**config.mk**
```make
export PLATFORM = sky130hd
export DESIGN_NAME = ssd_scan_controller_flat
export DESIGN_NICKNAME = d
export VERILOG_FILES = /design/src/rtl/ssd_scan_controller_if.sv /design/src/rtl/ssd_scan_controller.sv /design/src/flat_wrapper.sv
export SDC_FILE = /design/constraint.sdc
export NUM_CORES = 1
export LEC_CHECK = 0
export CAP_MARGIN = 5
export CORE_MARGIN = 3
export CORE_UTILIZATION = 57
export CTS_CLUSTER_SIZE = 40
export DETAILED_ROUTE_END_ITERATION = 7
export MAX_ROUTING_LAYER = met4
export PLACE_DENSITY = 0.84
export SLEW_MARGIN = 20
export SYNTH_ARGS = -nofsm -noshare
export SYNTH_HDL_FRONTEND = slang
export SYNTH_SLANG_ARGS = --single-unit
```
**constraint.sdc**
```tcl
create_clock -name clk -period 4.6 [get_ports clk]
set_input_delay 0.92 -clock clk [delete_from_list [all_inputs] [get_ports clk]]
set_output_delay 0.92 -clock clk [all_outputs]
set_load 0.02 [all_outputs]
```
**src/rtl/ssd_scan_controller_if.sv**
```systemverilog
`default_nettype none
// ============================================================================
// Module   : ssd_scan_controller_if
// Brief    : Digit-source, decoder and display-pin signals of the scan controller.
// Revision : 1.0 - initial release
// ============================================================================
interface ssd_scan_controller_if #(
  parameter int NUM_DIGITS = 6
);
  logic [4*NUM_DIGITS-1:0] digits_in;
  logic                    load;
  logic                    load_ack;
  logic [NUM_DIGITS-1:0]   blink_mask;
  logic                    blink_tick;
  logic [3:0]              bcd;
  logic [6:0]              ssd_in;
  logic [6:0]              seg;
  logic [NUM_DIGITS-1:0]   an;
  logic                    frame_done;

  // master: digit source + decoder side; slave: the scan controller itself
  modport master (
    output digits_in, load, blink_mask, blink_tick, ssd_in,
    input  load_ack, bcd, seg, an, frame_done
  );

  modport slave (
    input  digits_in, load, blink_mask, blink_tick, ssd_in,
    output load_ack, bcd, seg, an, frame_done
  );
endinterface
`default_nettype wire

```
**src/rtl/ssd_scan_controller.sv**
```systemverilog
`default_nettype none
// ============================================================================
// Module   : ssd_scan_controller
// Brief    : Time-multiplexed seven-segment scan with tear-free digit loads.
//            Optional macro SSD_LEADING_ZERO_BLANK_EN enables leading-zero blanking.
// Revision : 1.0 - initial release
// ============================================================================
module ssd_scan_controller #(
  parameter int NUM_DIGITS   = 6,
  parameter int REFRESH_DIV  = 50000,
  parameter int GUARD_CYCLES = 2
) (
  input  wire logic            clk,
  input  wire logic            rst,
  ssd_scan_controller_if.slave scan_if
);

  localparam int c_IDX_W = (NUM_DIGITS > 1) ? $clog2(NUM_DIGITS) : 1;
  localparam int c_CNT_W = (REFRESH_DIV > 2) ? $clog2(REFRESH_DIV) : 1;
  localparam int c_DW    = 4 * NUM_DIGITS;

  localparam logic [c_IDX_W-1:0]    c_IDX_LAST   = c_IDX_W'(NUM_DIGITS - 1);
  localparam logic [c_CNT_W-1:0]    c_CNT_LAST   = c_CNT_W'(REFRESH_DIV - 1);
  localparam logic [c_CNT_W-1:0]    c_GUARD_LAST = c_CNT_W'(GUARD_CYCLES - 1);
  localparam logic [c_CNT_W-1:0]    c_CNT_ONE    = c_CNT_W'(1);
  localparam logic [c_IDX_W-1:0]    c_IDX_ONE    = c_IDX_W'(1);
  localparam logic [NUM_DIGITS-1:0] c_AN_ONE     = NUM_DIGITS'(1);
  localparam logic [6:0]            c_SEG_OFF    = 7'h7F;

  typedef enum logic [0:0] {
    ST_GUARD = 1'b0,
    ST_DRIVE = 1'b1
  } state_t;

  state_t                state_q, state_d;
  logic [c_DW-1:0]       staging_q, staging_d;
  logic [c_DW-1:0]       display_q, display_d;
  logic                  pending_q, pending_d;
  logic [c_IDX_W-1:0]    idx_q, idx_d;
  logic [c_CNT_W-1:0]    cnt_q, cnt_d;
  logic                  phase_q, phase_d;
  logic [6:0]            seg_q, seg_d;
  logic [NUM_DIGITS-1:0] an_q, an_d;
  logic                  load_ack_q, load_ack_d;
  logic                  frame_done_q, frame_done_d;

  logic [3:0]            w_digits [NUM_DIGITS];
  logic [NUM_DIGITS-1:0] w_lz_blank;
  logic [3:0]            w_cur_digit;
  logic                  w_blank;
  logic                  w_guard_end;
  logic                  w_slot_end;
  logic                  w_frame_end;

  for (genvar i = 0; i < NUM_DIGITS; i++) begin : g_digit
    assign w_digits[i] = display_q[4*i +: 4];
  end

`ifdef SSD_LEADING_ZERO_BLANK_EN
  // A digit is a leading zero when it and every more-significant nibble are 0
  for (genvar i = 0; i < NUM_DIGITS; i++) begin : g_lzb
    if (i == 0) begin : g_units
      assign w_lz_blank[i] = 1'b0;
    end else begin : g_upper
      assign w_lz_blank[i] = ~|display_q[c_DW-1:4*i];
    end
  end
`else
  assign w_lz_blank = '0;
`endif

  assign w_cur_digit = w_digits[idx_q];
  assign w_blank     = (w_cur_digit > 4'd9)
                     | (scan_if.blink_mask[idx_q] & phase_q)
                     | w_lz_blank[idx_q];

  assign w_guard_end = (state_q == ST_GUARD) && (cnt_q == c_GUARD_LAST);
  assign w_slot_end  = (state_q == ST_DRIVE) && (cnt_q == c_CNT_LAST);
  assign w_frame_end = w_slot_end && (idx_q == c_IDX_LAST);

  always_ff @(posedge clk) begin
    if (rst) begin
      state_q      <= ST_GUARD;
      staging_q    <= '0;
      display_q    <= '0;
      pending_q    <= 1'b0;
      idx_q        <= '0;
      cnt_q        <= '0;
      phase_q      <= 1'b0;
      seg_q        <= c_SEG_OFF;
      an_q         <= '1;
      load_ack_q   <= 1'b0;
      frame_done_q <= 1'b0;
    end else begin
      state_q      <= state_d;
      staging_q    <= staging_d;
      display_q    <= display_d;
      pending_q    <= pending_d;
      idx_q        <= idx_d;
      cnt_q        <= cnt_d;
      phase_q      <= phase_d;
      seg_q        <= seg_d;
      an_q         <= an_d;
      load_ack_q   <= load_ack_d;
      frame_done_q <= frame_done_d;
    end
  end

  always_comb begin
    state_d      = state_q;
    staging_d    = staging_q;
    display_d    = display_q;
    pending_d    = pending_q;
    idx_d        = idx_q;
    cnt_d        = cnt_q + c_CNT_ONE;
    phase_d      = phase_q ^ scan_if.blink_tick;
    seg_d        = seg_q;
    an_d         = an_q;
    load_ack_d   = 1'b0;
    frame_done_d = 1'b0;

    case (state_q)
      ST_GUARD: begin
        if (w_guard_end) begin
          state_d = ST_DRIVE;
          an_d    = ~(c_AN_ONE << idx_q);
          seg_d   = w_blank ? c_SEG_OFF : scan_if.ssd_in;
        end
      end
      ST_DRIVE: begin
        if (w_slot_end) begin
          state_d = ST_GUARD;
          cnt_d   = '0;
          an_d    = '1;
          seg_d   = c_SEG_OFF;
          idx_d   = (idx_q == c_IDX_LAST) ? '0 : idx_q + c_IDX_ONE;
        end
      end
      default: begin
        state_d = ST_GUARD;
        cnt_d   = '0;
        an_d    = '1;
        seg_d   = c_SEG_OFF;
      end
    endcase

    // Digits only change at the frame boundary; a load on that very edge bypasses staging
    if (w_frame_end) begin
      frame_done_d = 1'b1;
      if (scan_if.load) begin
        display_d  = scan_if.digits_in;
        staging_d  = scan_if.digits_in;
        pending_d  = 1'b0;
        load_ack_d = 1'b1;
      end else if (pending_q) begin
        display_d  = staging_q;
        pending_d  = 1'b0;
        load_ack_d = 1'b1;
      end
    end else if (scan_if.load) begin
      staging_d = scan_if.digits_in;
      pending_d = 1'b1;
    end
  end

  assign scan_if.bcd        = w_cur_digit;
  assign scan_if.seg        = seg_q;
  assign scan_if.an         = an_q;
  assign scan_if.load_ack   = load_ack_q;
  assign scan_if.frame_done = frame_done_q;

endmodule
`default_nettype wire

```
**src/flat_wrapper.sv**
```systemverilog
// flat-port wrapper written by rule: the top's interface ports become plain ports
module ssd_scan_controller_flat 
#(
  parameter int NUM_DIGITS   = 6,
  parameter int REFRESH_DIV  = 50000,
  parameter int GUARD_CYCLES = 2
)
  (clk, rst, scan_if_digits_in, scan_if_load, scan_if_blink_mask, scan_if_blink_tick, scan_if_ssd_in, scan_if_load_ack, scan_if_bcd, scan_if_seg, scan_if_an, scan_if_frame_done);
  ssd_scan_controller_if #(.NUM_DIGITS(NUM_DIGITS)) scan_if_i ();
  input  wire logic clk;
  input  wire logic rst;
  input wire logic [$bits(scan_if_i.digits_in)-1:0] scan_if_digits_in;
  input wire logic [$bits(scan_if_i.load)-1:0] scan_if_load;
  input wire logic [$bits(scan_if_i.blink_mask)-1:0] scan_if_blink_mask;
  input wire logic [$bits(scan_if_i.blink_tick)-1:0] scan_if_blink_tick;
  input wire logic [$bits(scan_if_i.ssd_in)-1:0] scan_if_ssd_in;
  output wire logic [$bits(scan_if_i.load_ack)-1:0] scan_if_load_ack;
  output wire logic [$bits(scan_if_i.bcd)-1:0] scan_if_bcd;
  output wire logic [$bits(scan_if_i.seg)-1:0] scan_if_seg;
  output wire logic [$bits(scan_if_i.an)-1:0] scan_if_an;
  output wire logic [$bits(scan_if_i.frame_done)-1:0] scan_if_frame_done;
  assign scan_if_i.digits_in = scan_if_digits_in;
  assign scan_if_i.load = scan_if_load;
  assign scan_if_i.blink_mask = scan_if_blink_mask;
  assign scan_if_i.blink_tick = scan_if_blink_tick;
  assign scan_if_i.ssd_in = scan_if_ssd_in;
  assign scan_if_load_ack = scan_if_i.load_ack;
  assign scan_if_bcd = scan_if_i.bcd;
  assign scan_if_seg = scan_if_i.seg;
  assign scan_if_an = scan_if_i.an;
  assign scan_if_frame_done = scan_if_i.frame_done;
  ssd_scan_controller #(.NUM_DIGITS(NUM_DIGITS), .REFRESH_DIV(REFRESH_DIV), .GUARD_CYCLES(GUARD_CYCLES)) u_core (.clk(clk), .rst(rst), .scan_if(scan_if_i));
endmodule
```
==> Yosys cells after proc, flatten, opt, wreduce, memory -nomap -nowiden <==
Memory sizes are Yosys's and may differ from the RTL's. A register that Yosys moved wholly into a read port is not among the register bits.
Index checks and enable logic that the tools add are counted.
{ "classes": {"addsub": 2, "multipliers": 0, "div_mod_pow": 0, "magnitude_cmp": 3, "eq_ne": 5, "n_shift": 1, "muxes": 26, "bitwise": 8, "n_reduce_logical": 9} }
{ "op_table": {"columns": ["operator", "n"], "rows": [
  ["$mux W24", 2],
  ["$mux W16", 2],
  ["$mux W7", 3],
  ["$add A16 B1 Y16 const B", 1],
  ["$eq A16 B1 Y1 const B", 1],
  ["$eq A16 B16 Y1 const B", 1],
  ["$pmux W7 S2", 1],
  ["$bmux W4 S3", 1],
  ["$mux W6", 2],
  ["$pmux W6 S2", 1],
  ["$mux W3", 3],
  ["$mux W4", 2],
  ["$mux W1", 7],
  ["$not A6 Y6", 1],
  ["$reduce_and A2 Y1", 3],
  ["$shl A1 B3 Y6 const A", 1],
  ["$ge A4 B4 Y1 const B", 1],
  ["$gt A4 B4 Y1 const B", 1],
  ["$lt A3 B4 Y1 const B", 1],
  ["$not A3 Y4", 1],
  ["$reduce_or A2 Y1", 2],
  ["$add A3 B1 Y3 const B", 1],
  ["$bmux W1 S3", 1],
  ["$eq A3 B3 Y1 const B", 1],
  ["other kinds (9)", 13]
]} }
{ "totals": {"register_bits": 85, "latchBits": 0, "ram_bits": 0, "rom_bits": 8, "inputBits": 41, "out_inout_bits": 19, "word_cells": 66, "n_memories": 1} }
{ "memory_table": {"columns": ["name", "words", "width", "rd", "rd_clocked_by_memory_dff", "wr", "line", "rtl"], "rows": [
  ["(name not given)", 8, 1, 1, 1, 0, "ssd_scan_controller.sv:75", "| w_lz_blank[idx_q];"]
]} }

==> Logic depth before layout (Yosys ltp) <==
Gate-level depths: netlist of the first run.
{ "logic_depth": {"word_depth": 10, "mapped_depth": 8, "depth_no_buf": 7} }

==> Worst setup path after synthesis of the first run <==
OpenSTA, ideal clock, no wires.
{ "synth_timing": {"kind": "reg-to-output", "from": "reg u_core.idx_q[1]", "to": "out scan_if_bcd[0]", "arrival_ns": 1.726, "t_required_ns": 3.680, "setup_slack_ns": 1.954, "stages_incl_launch_ff": 7, "n_path_buf": 2, "cell_sequence": "dfxtp_1 -> buf_1 -> clkbuf_1 -> mux2i_1 -> nor2_1 -> a21oi_1 -> o21ai_0"} }
{ "synth_via": {"elab_chain_cells": 4} }
{ "synth_rtl": {"columns": ["element", "line", "rtl"], "rows": [
  ["from (decl)", "ssd_scan_controller.sv:39", "logic [c_IDX_W-1:0] idx_q, idx_d;"],
  ["from (signal assigned)", "ssd_scan_controller.sv:99", "idx_q <= idx_d;"],
  ["$not A3 Y4 (not written as such)", "ssd_scan_controller.sv:72", "assign w_cur_digit = w_digits[idx_q];"],
  ["$bmux W4 S3", "ssd_scan_controller.sv:72", null],
  ["$mux W4 (not written as such) (2 in series)", "ssd_scan_controller.sv:72", null],
  ["to (decl)", "flat_wrapper.sv:18", "output wire logic [$bits(scan_if_i.bcd)-1:0] scan_if_bcd;"]
]} }
No other way between the ends. The select of a mux whose other input is x is not followed.

==> Worst setup path after layout of the first run <==
{ "layout_timing": {"from": "reg u_core.idx_q[0]", "to": "out scan_if_bcd[3]"} }
The elaborated chain is that of the path after synthesis.

==> results of run 1 <==
-- worst reg2reg max path, delay by kind of cell, from the launching register on --
family                 cells  cell delay, ps
and+or+nand+nor            2            1280
DFF                        1             630
buffers and inverters      1             170
muxes                      1             510
-- layer usage --
metal	vias to the layer above	track usage, %	wire (um)
li1	1433	-	-
met1	1279	28.8	3490
met2	58	28.7	3260
met3	10	3.78	336
met4	0	9.63	100
met5	-	-	0
-- cell usage after synthesis (4+ instances only) --
cell,count
a21oi_1,14
and3_1,4
clkbuf_1,15
dfxtp_1,85
inv_1,12
mux2_2,7
mux2_4,20
mux2i_1,32
nand2_1,14
nand3_1,9
nor2_1,67
nor2b_1,22
nor3_1,21
o21ai_0,10
xnor2_1,11
xor2_1,5
-- cell type report --
class                      instances  share of cell area, %
clock buffer                      11                   3.13
clock inverter                     5                   1.33
inverter                          12                  0.997
multi-input combinational        271                   41.5
sequential                        85                   37.7
tap                               75                   2.08
timing repair buffer              61                   13.3
-- registers in the layout, indices dropped and copies added, names as in the netlist, 3 cells and up --
name and cells:
u_core.display_q 24, u_core.scan_if.an 6, u_core.idx_q 3, u_core.staging_q 24, u_core.scan_if.seg 7, u_core.cnt_q 16
-- how the worst max path moves through the flow --
| stage | startpoint | endpoint |
|---|---|---|
| 3_5_place_dp | u_core.idx_q[0]$_SDFFE_PP0P_ | scan_if_bcd[3] |
| 2_1_floorplan | u_core.idx_q[1]$_SDFFE_PP0P_ | scan_if_bcd[0] |
| 6_report | u_core.idx_q[0]$_SDFFE_PP0P_ | scan_if_bcd[3] |
| 5_1_grt | u_core.idx_q[0]$_SDFFE_PP0P_ | scan_if_bcd[3] |
| 3_3_place_gp | u_core.idx_q[0]$_SDFFE_PP0P_ | scan_if_bcd[3] |
| 4_1_cts | u_core.idx_q[0]$_SDFFE_PP0P_ | scan_if_bcd[3] |
-- through the flow --
step | total power, mW | setup slack, ps | instance area [um^2]
2_1_floorplan | 0.850 | 1950 | 3740
3_3_place_gp | 0.905 | 1450 | 4320
3_5_place_dp | 0.908 | 1360 | 4320
4_1_cts | 1.43 | 963 | 4520
5_1_grt | 1.48 | 770 | 4520
6_report | 1.41 | 990 | 4520
-- power breakdown --
part	total, mW	switching [mW]	internal, mW	leakage, nW
Sequential	0.769	0.0115	0.757	0.692
Combinational	0.122	0.0567	0.0653	1.00
Clock	0.523	0.256	0.267	0.0995
-- kinds of logic after synthesis --
| family | Yosys count |
|---|---|
| AO/OA/AOI/OAI | 32 |
| XOR/XNOR | 16 |
| adder cells (fa/ha/maj) | 3 |
| buffers and inverters | 33 |
| flip-flops | 85 |
| multiplexers | 59 |
| AND/OR/NAND/NOR | 161 |
==> run summary, run 1 <==
CTS max path bufs: 2
fin crit period: 3610 ps
Hold Crit Class: flop to flop
RSZ-0062 raised after global routing: no
Root Buffer Master: clkbuf_8
Avg Inst Size Synth: 9.62 um^2
Util after Layout: 73.7%
cell taking the most area after synthesis: dfxtp_1
post-cts sizing count: 0
chip width: 87.0 um
RR Endpoint: u_core.display_q[22]$_SDFFE_PP0P_
post-route setup TNS: 0 ps
Avg WL per Cell: 13.8 um
max-cap violation count: 0
clk_lat worst skew: 350 ps
clock-pin slew on the worst setup and hold paths: 70 ps
number of placed I/O pins: 60
number of synthesized flops with an enable pin: 0
simple-gate share of the synthesized area: 21.8%
Fmax: 277 MHz
WP depth: 5
row count: 28
critical register-to-register path startpoint: u_core.idx_q[0]$_SDFFE_PP0P_
post-DP HPWL: 5100 um
PwrDens: 313 nW/um^2
Placer Congestion: 0.800
Final Max Slew Viols: 0
Reg area: 1700 um^2
delay-heaviest family, CP: simple AND/OR/NAND/NOR gates
compound-cell area share of the yosys netlist: 4.91%
CP max FO: 13
GRT Util Overall: 20.6%
final number of hold-violating endpoints: 0
register area share after synthesis: 45.5%
syn_nets: 433
ys flop type: dfxtp_1
skew final: 15.3 ps
initial antenna violation count: 0
clock sinks: 85
non-filler cells, final: 520
max incr delay on CP: 670 ps
Setup violations, final: 0
postcts setup bufs: 0
Cells after DPL: 504
vias: 2780
main combinational cell family by area after synthesis: simple AND/OR/NAND/NOR gates
Crit path buffers/inverters: 2
Yosys reg bits: 85
XOR/XNOR Fraction of Synth Area: 3.74%
Die Y: 87.0 um
hold path depth: 1
Peak VDD IR: 0.000191 V
outcome: completed
Worst setup SP type: flop
Post-Route WL: 7190 um
Port Buf Inserts: 59
Slew @ Worst Pin: 992 ps
Initial Utilization: 61.0%
Final #Nets: 484
Remaining DRCs: 0
Syn Std Cell Area: 3740 um^2
synth top area cells: dfxtp_1, mux2i_1, mux2_4
# fillers: 445
reg-to-reg setup timing slack: 1910 ps
first-pass GRT wire length: 12000 um
hold_buf cts: 0
Syn Inst Count: 389
vias in the first global route: 2547
DRT iter0 DRCs: 129
Leakage: 1.80 nW
H-tree levels: 3
Yosys top cell area share: 45.5%
crit path cell chain: inv_1, nor3_1, nand2_1, nand2_1, clkdlybuf4s50_1
CP endpoint kind: primary output
commonest cells after routing, fill and taps aside: dfxtp_1, nor2_1, clkdlybuf4s50_1
largest net degree at the start of global routing: 59
CP required: 3680 ps
worst hold endpoint: u_core.cnt_q[0]$_SDFF_PP0_
via/cell ratio: 5.35
length of the first detailed-routing pass in iterations: 5
layout cells sized above 1: 10.8%
CP max-delay cell: nor3_1
Yosys warning total: 0
Post-synth ARST share: 0%
CTS tree: yes
multi-input logic area: 1880 um^2
CTS Buf Count: 9
most frequent CP cell: nand2_1
Critical Path AT: 2690 ps
full die area: 7570 um^2
post-synthesis adder-cell area fraction: 1.00%
area grow syn2layout: 20.7%
fin crit share: 78.5%
Unique masters post-synth: 41
Core ar.: 6130 um^2
CP Class: flop to primary output
Worst Reg-to-Reg Cells: 4
final hold slack: 480 ps
commonest non-fill, non-tap cell in the layout: dfxtp_1
relative slew slack: 33.8%
Congestion Overflow GR: 0
Hold Crit Start: u_core.cnt_q[0]$_SDFF_PP0_
antenna cells: 0
multiplexer share of the synthesized area: 18.7%
Detail Route Antenna Nets: 0
Note: power is estimated with default switching activity, not from simulation.
==> inputs of run 2 (changes only) <==
- CORE_UTILIZATION: 57 -> 53
- PLACE_DENSITY: 0.84 -> 0.79
- clock period: 4.6 -> 3.63 ns (I/O delays scaled with it)
==> run summary, run 2 (synthesis gave the netlist of run 1 again) <==
outcome: completed
Leakage: 1.80 nW (about the same)
clock sinks: 85 (unchanged)
CP required: 2900 ps (-780 ps)
Setup violations, final: 0 (unchanged)
Root Buffer Master: clkbuf_8
initial antenna violation count: 0 (unchanged)
CP Class: flop to primary output
Critical Path AT: 2420 ps (-270 ps)
CTS max path bufs: 2 (unchanged)
DRT iter0 DRCs: 93 (-28%)
Slew @ Worst Pin: 763 ps (-229 ps)
largest net degree at the start of global routing: 35 (-41%)
via/cell ratio: 5.15 (-3.7%)
Comb pwr share: 9.0% (+0.4 points)
Sw Pwr: 0.441 mW (+36%)
vias: 2779 (-0.036%)
Worst setup SP type: flop
Sequential Power Share: 56.0% (+1.6 points)
commonest cells after routing, fill and taps aside: dfxtp_1, nor2_1, clkdlybuf4s50_1
clock-pin slew on the worst setup and hold paths: 90 ps (+20 ps)
row count: 29 (+3.6%)
full die area: 8110 um^2 (+7.0%)
fin crit period: 3150 ps
dpl ws: 874 ps (-487 ps)
CP max FO: 22 (+9)
clock group share of total power: 35.0% (-2.0 points)
commonest non-fill, non-tap cell in the layout: dfxtp_1
vias in the first global route: 2582 (+1.4%)
fin crit share: 86.7%
max-cap violation count: 0 (unchanged)
post-cts sizing count: 0 (unchanged)
Worst Reg-to-Reg Cells: 7 (+3)
number of placed I/O pins: 60 (unchanged)
Post-Route WL: 7660 um (+6.5%)
Remaining DRCs: 0 (unchanged)
area grow syn2layout: 21.2%
Port Buf Inserts: 59 (unchanged)
length of the first detailed-routing pass in iterations: 4 (-1)
Die Y: 90.0 um (+3.5%)
Final Max Slew Viols: 0 (unchanged)
internal power: 1.30 mW (+19%)
Cells after DPL: 524 (+4.0%)
Congestion Overflow GR: 0 (unchanged)
Peak VDD IR: 0.000270 V (+42%)
Fmax: 318 MHz
Regs by FF count: u_core.display_q x24, u_core.staging_q x24, u_core.cnt_q x16
Placer Congestion: 0.836 (+4.5%)
CTS tree: yes
post-route setup TNS: 0 ps (unchanged)
PwrDens: 384 nW/um^2 (+23%)
Avg WL per Cell: 14.2 um (+2.6%)
chip width: 90.0 um (+3.5%)
hold_buf cts: 0 (unchanged)
# fillers: 551 (+24%)
postcts setup bufs: 0 (unchanged)
CP endpoint kind: primary output
H-tree levels: 3 (unchanged)
Hold Crit Class: flop to flop
antenna cells: 0 (unchanged)
Core ar.: 6600 um^2 (+7.7%)
hold path depth: 1 (unchanged)
Sw Share: 25.3% (+2.4 points)
clk_lat worst skew: 350 ps (about the same)
CTS Buf Count: 9 (unchanged)
post-DP HPWL: 5490 um (+7.5%)
RSZ-0062 raised after global routing: no
first-pass GRT wire length: 12700 um (+5.4%)
GRT Util Overall: 19.5% (-1.2 points)
final number of hold-violating endpoints: 0 (unchanged)
Final #Nets: 486 (+0.41%)
layout cells sized above 1: 11.4% (+0.62 points)
relative slew slack: 49.0% (+15 points)
final worst slack: 485 ps (-506 ps)
non-filler cells, final: 540 (+3.8%)
Detail Route Antenna Nets: 0 (unchanged)
Initial Utilization: 56.7% (-4.4 points)
skew final: 6.87 ps (-8.46 ps)
-- run 2: changes by cell type in the layout (fill, tap and decap cells not counted), sizes merged --
cell	before	now
inv	12	15
clkbuf	11	9
bufinv	1	0
buf	3	5
-- run 2: metal layers --
metal	routed length (um)	vias up	share of wire, %	GRT usage (%)
met4	89	0	1.2	6.51
met2	3480	64	45	29.1
met1	3740	1270	49	26.0
li1	-	1436	-	-
met3	347	9	4.5	4.51
met5	0	-	0	-
-- run 2: area by class of cell --
class                           instances  area, um^2  share of cell area [%]
Clock inverter                          7        56.3                    1.24
Inverter                               12        45.0                   0.993
Timing Repair Buffer                   63         616                    13.6
Tap cell                               93         116                    2.57
Sequential cell                        85        1700                    37.5
Multi-Input combinational cell        271        1880                    41.4
Clock buffer                            9         124                    2.73
-- run 2: power groups by stage --
stage | sequential, mW | clock, mW | combinational [mW]
detailed placement | 0.997 | 0 | 0.156
finish | 0.975 | 0.610 | 0.156
global placement | 0.995 | 0 | 0.154
global route | 0.978 | 0.659 | 0.170
CTS | 0.974 | 0.627 | 0.157
floorplan | 1.00 | 0 | 0.0768
-- run 2: stage by stage --
step / power (mW) / util [%] / instance area, um^2 / hold WS [ps]
floorplan: 1.08 / - / 3740 / 444
global placement: 1.15 / 65.9 / 4350 / 459
detailed placement: 1.15 / 65.9 / 4350 / 465
CTS: 1.76 / 68.7 / 4530 / 486
global route: 1.81 / 68.7 / 4530 / 538
finish: 1.74 / 68.7 / 4530 / 483
-- run 2: critical path, cell delays in order, from the launching register on --
cell and delay (ps):
dfxtp_1 830, mux2i_1 180, nor2_1 150, a21oi_1 50, o21ai_0 220, clkdlybuf4s50_1 650
-- run 2: final timing paths --
check	start	endpoint	slack (ps)
worst max-delay path	u_core.idx_q[1]$_SDFFE_PP0P_	scan_if_bcd[0]	480
worst min-delay path	u_core.cnt_q[0]$_SDFF_PP0_	u_core.cnt_q[0]$_SDFF_PP0_	480
worst max register to register	u_core.cnt_q[0]$_SDFF_PP0_	u_core.scan_if.seg[1]$_SDFFE_PP1P_	1010
worst min register to register	u_core.cnt_q[0]$_SDFF_PP0_	u_core.cnt_q[0]$_SDFF_PP0_	480
==> inputs of run 3 (changes only) <==
- ABC_AREA: default -> 1
- GPL_ROUTABILITY_DRIVEN: default -> 0
- SLEW_MARGIN: 20 -> default
==> run summary, run 3 <==
Congestion Overflow GR: 0 (unchanged)
final worst slack: 571 ps (+86.5 ps)
CP endpoint kind: primary output
simple-gate share of the synthesized area: 31.1% (+9.3 points)
Post-synth ARST share: 0% (unchanged)
fin crit share: 84.3% (-2.4 points)
cell taking the most area after synthesis: dfxtp_1
Critical Path AT: 2330 ps (-90 ps)
Sequential Power Share: 53.9% (-2.1 points)
RSZ-0062 raised after global routing: no
relative slew slack: 60.5% (+11 points)
main combinational cell family by area after synthesis: simple AND/OR/NAND/NOR gates
Met2 Wirelength: 3780 um (+8.6%)
clock-pin slew on the worst setup and hold paths: 70 ps (-20 ps)
post-synthesis adder-cell area fraction: 0.992% (-0.011 points)
Unique masters post-synth: 33 (-20%)
Crit path buffers/inverters: 2 (+1)
Setup violations, final: 0 (unchanged)
Port Buf Inserts: 59 (unchanged)
CP max-delay cell: clkdlybuf4s50_1
postcts setup bufs: 0 (unchanged)
Yosys top cell area share: 45.0% (-0.48 points)
commonest cells after routing, fill and taps aside: nand2_1, dfxtp_1, nor2_1
compound-cell area share of the yosys netlist: 8.14% (+3.2 points)
internal power: 1.38 mW (+6.0%)
final number of hold-violating endpoints: 0 (unchanged)
Worst setup SP type: flop
met3 wire length: 362 um (+4.3%)
Peak VDD IR: 0.000240 V (-11%)
CP max FO: 11 (-50%)
clock group share of total power: 34.0% (-1.0 points)
Slew @ Worst Pin: 592 ps (-171 ps)
full die area: 8190 um^2 (+1.0%)
Root Buffer Master: clkbuf_8
Avg WL per Cell: 12.2 um (-14%)
fin crit period: 3060 ps (-86.5 ps)
Post-Route WL: 8040 um (+5.0%)
antenna cells: 0 (unchanged)
row count: 30 (+3.4%)
skew final: 8.99 ps (+2.12 ps)
chip width: 90.5 um (+0.50%)
Regs by FF count: u_core.display_q x24, u_core.staging_q x24, u_core.cnt_q x16
Util after Layout: 66.6% (-2.1 points)
clk_lat worst skew: 350 ps (about the same)
initial antenna violation count: 0 (unchanged)
Avg Inst Size Synth: 7.45 um^2 (-23%)
number of synthesized flops with an enable pin: 0 (unchanged)
synth cell count leaders: nand2_1, dfxtp_1, nor2_1, nand3_1, a21oi_1
CP Class: flop to primary output
via/cell ratio: 5.04 (-2.0%)
clock sinks: 85 (unchanged)
dpl cell area: 4390 um^2 (+0.72%)
CTS max path bufs: 2 (unchanged)
vias in the first global route: 3149 (+22%)
syn_nets: 552 (+27%)
Initial Utilization: 55.1% (-1.6 points)
area grow syn2layout: 20.9%
Fmax: 327 MHz (+2.8%)
most frequent cell after synthesis: nand2_1
DRT iter0 DRCs: 188 (+100%)
Hold Crit Class: flop to flop
hold_buf cts: 0 (unchanged)
first-pass GRT wire length: 13800 um (+9.0%)
CTS Buf Count: 9 (unchanged)
layout cells sized above 1: 7.28% (-4.1 points)
H-tree levels: 3 (unchanged)
outcome: completed
DR top layer: met4
Die Y: 90.5 um (+0.50%)
post-route setup TNS: 0 ps (unchanged)
Syn Inst Count: 508 (+31%)
multiplexer share of the synthesized area: 6.09% (-13 points)
Sw Pwr: 0.451 mW (+2.3%)
ys flop type: dfxtp_1
vias: 3324 (+20%)
dpl ws: 991 ps (+117 ps)
CTS tree: yes
XOR/XNOR Fraction of Synth Area: 0.926% (-2.8 points)
Yosys reg bits: 85 (unchanged)
number of placed I/O pins: 60 (unchanged)
post-DP HPWL: 5810 um (+5.9%)
crit path cell chain: nand2_1, nor2_2, inv_2, o22ai_1, clkdlybuf4s50_1
max-cap violation count: 0 (unchanged)
Yosys warning total: 0 (unchanged)
PwrDens: 400 nW/um^2 (+4.1%)
Sw Share: 24.7% (-0.65 points)
routed metal-1 wirelength: 3770 um (+0.69%)
max incr delay on CP: 660 ps (-170 ps)
GRT Util Overall: 20.9% (+1.4 points)
delay-heaviest family, CP: buffers and inverters
length of the first detailed-routing pass in iterations: 4 (unchanged)
synth top area cells: dfxtp_1, nand2_1, nor2_1
Syn Std Cell Area: 3780 um^2 (+1.1%)
Detail Route Antenna Nets: 0 (unchanged)
post-route cell area: 4570 um^2 (+0.86%)
CP required: 2900 ps (about the same)
Comb pwr share: 12.1% (+3.1 points)
largest net degree at the start of global routing: 47 (+34%)
Final Max Slew Viols: 0 (unchanged)
register area share after synthesis: 45.0% (-0.48 points)
commonest non-fill, non-tap cell in the layout: nand2_1
Final #Nets: 602 (+24%)
Leakage: 1.99 nW (+11%)
Remaining DRCs: 0 (unchanged)
Core ar.: 6870 um^2 (+4.0%)
post-cts sizing count: 0 (unchanged)
-- run 3: area by class of cell --
type	count	area (um^2)
repair buffers	63	621
inverters	42	158
clock buffers	13	169
clock inverters	3	18.8
fillers	591	2300
flip-flops and latches	85	1700
multi-input cells	357	1790
well taps	96	120
-- run 3: logic make-up (layout without fill, tap and decap cells) --
family,after synthesis,after routing
mux,23,23
buf+inv,66,121
compound gates,57,57
fa+ha+maj,3,3
simple gates,270,270
xor+xnor,4,4
flops,85,85
-- run 3: per-stage QoR --
step | instances | hold slack, ps | total power, mW
2_1_floorplan | 508 | 422 | 1.14
3_3_place_gp | 643 | 439 | 1.23
3_5_place_dp | 643 | 449 | 1.23
4_1_cts | 659 | 466 | 1.84
5_1_grt | 659 | 492 | 1.92
6_report | 659 | 466 | 1.83
-- run 3: metal layers --
| metal | vias up | track usage (%) |
|---|---|---|
| li1 | 1738 | - |
| met1 | 1482 | 25.7 |
| met2 | 91 | 34.0 |
| met3 | 13 | 3.58 |
| met4 | 0 | 8.55 |
| met5 | - | - |
-- run 3: power by group through the flow --
stage	Combinational, mW	Sequential (mW)	Clock [mW]
detailed placement	0.223	1.01	0
global placement	0.219	1.01	0
global route	0.247	0.989	0.679
floorplan	0.120	1.02	0
finish	0.222	0.985	0.621
CTS	0.224	0.985	0.631
-- run 3: path summary, 6_finish.rpt --
check / from / slack (ps) / cells past startpoint / to
setup / recovery: u_core.idx_q[0]$_SDFFE_PP0P_ / 570 / 5 / scan_if_bcd[0]
hold / removal: u_core.scan_if.an[2]$_SDFFE_PP1P_ / 470 / 2 / u_core.scan_if.an[2]$_SDFFE_PP1P_
setup reg to reg: u_core.cnt_q[0]$_SDFF_PP0_ / 1460 / 8 / u_core.display_q[22]$_SDFFE_PP0P_
hold reg to reg: u_core.scan_if.an[2]$_SDFFE_PP1P_ / 470 / 2 / u_core.scan_if.an[2]$_SDFFE_PP1P_
-- run 3: tightest hold or removal path, cell delays in order, from the launching register on --
cell,delay [ps]
dfxtp_1,330
nand2_1,50
nand3_1,50
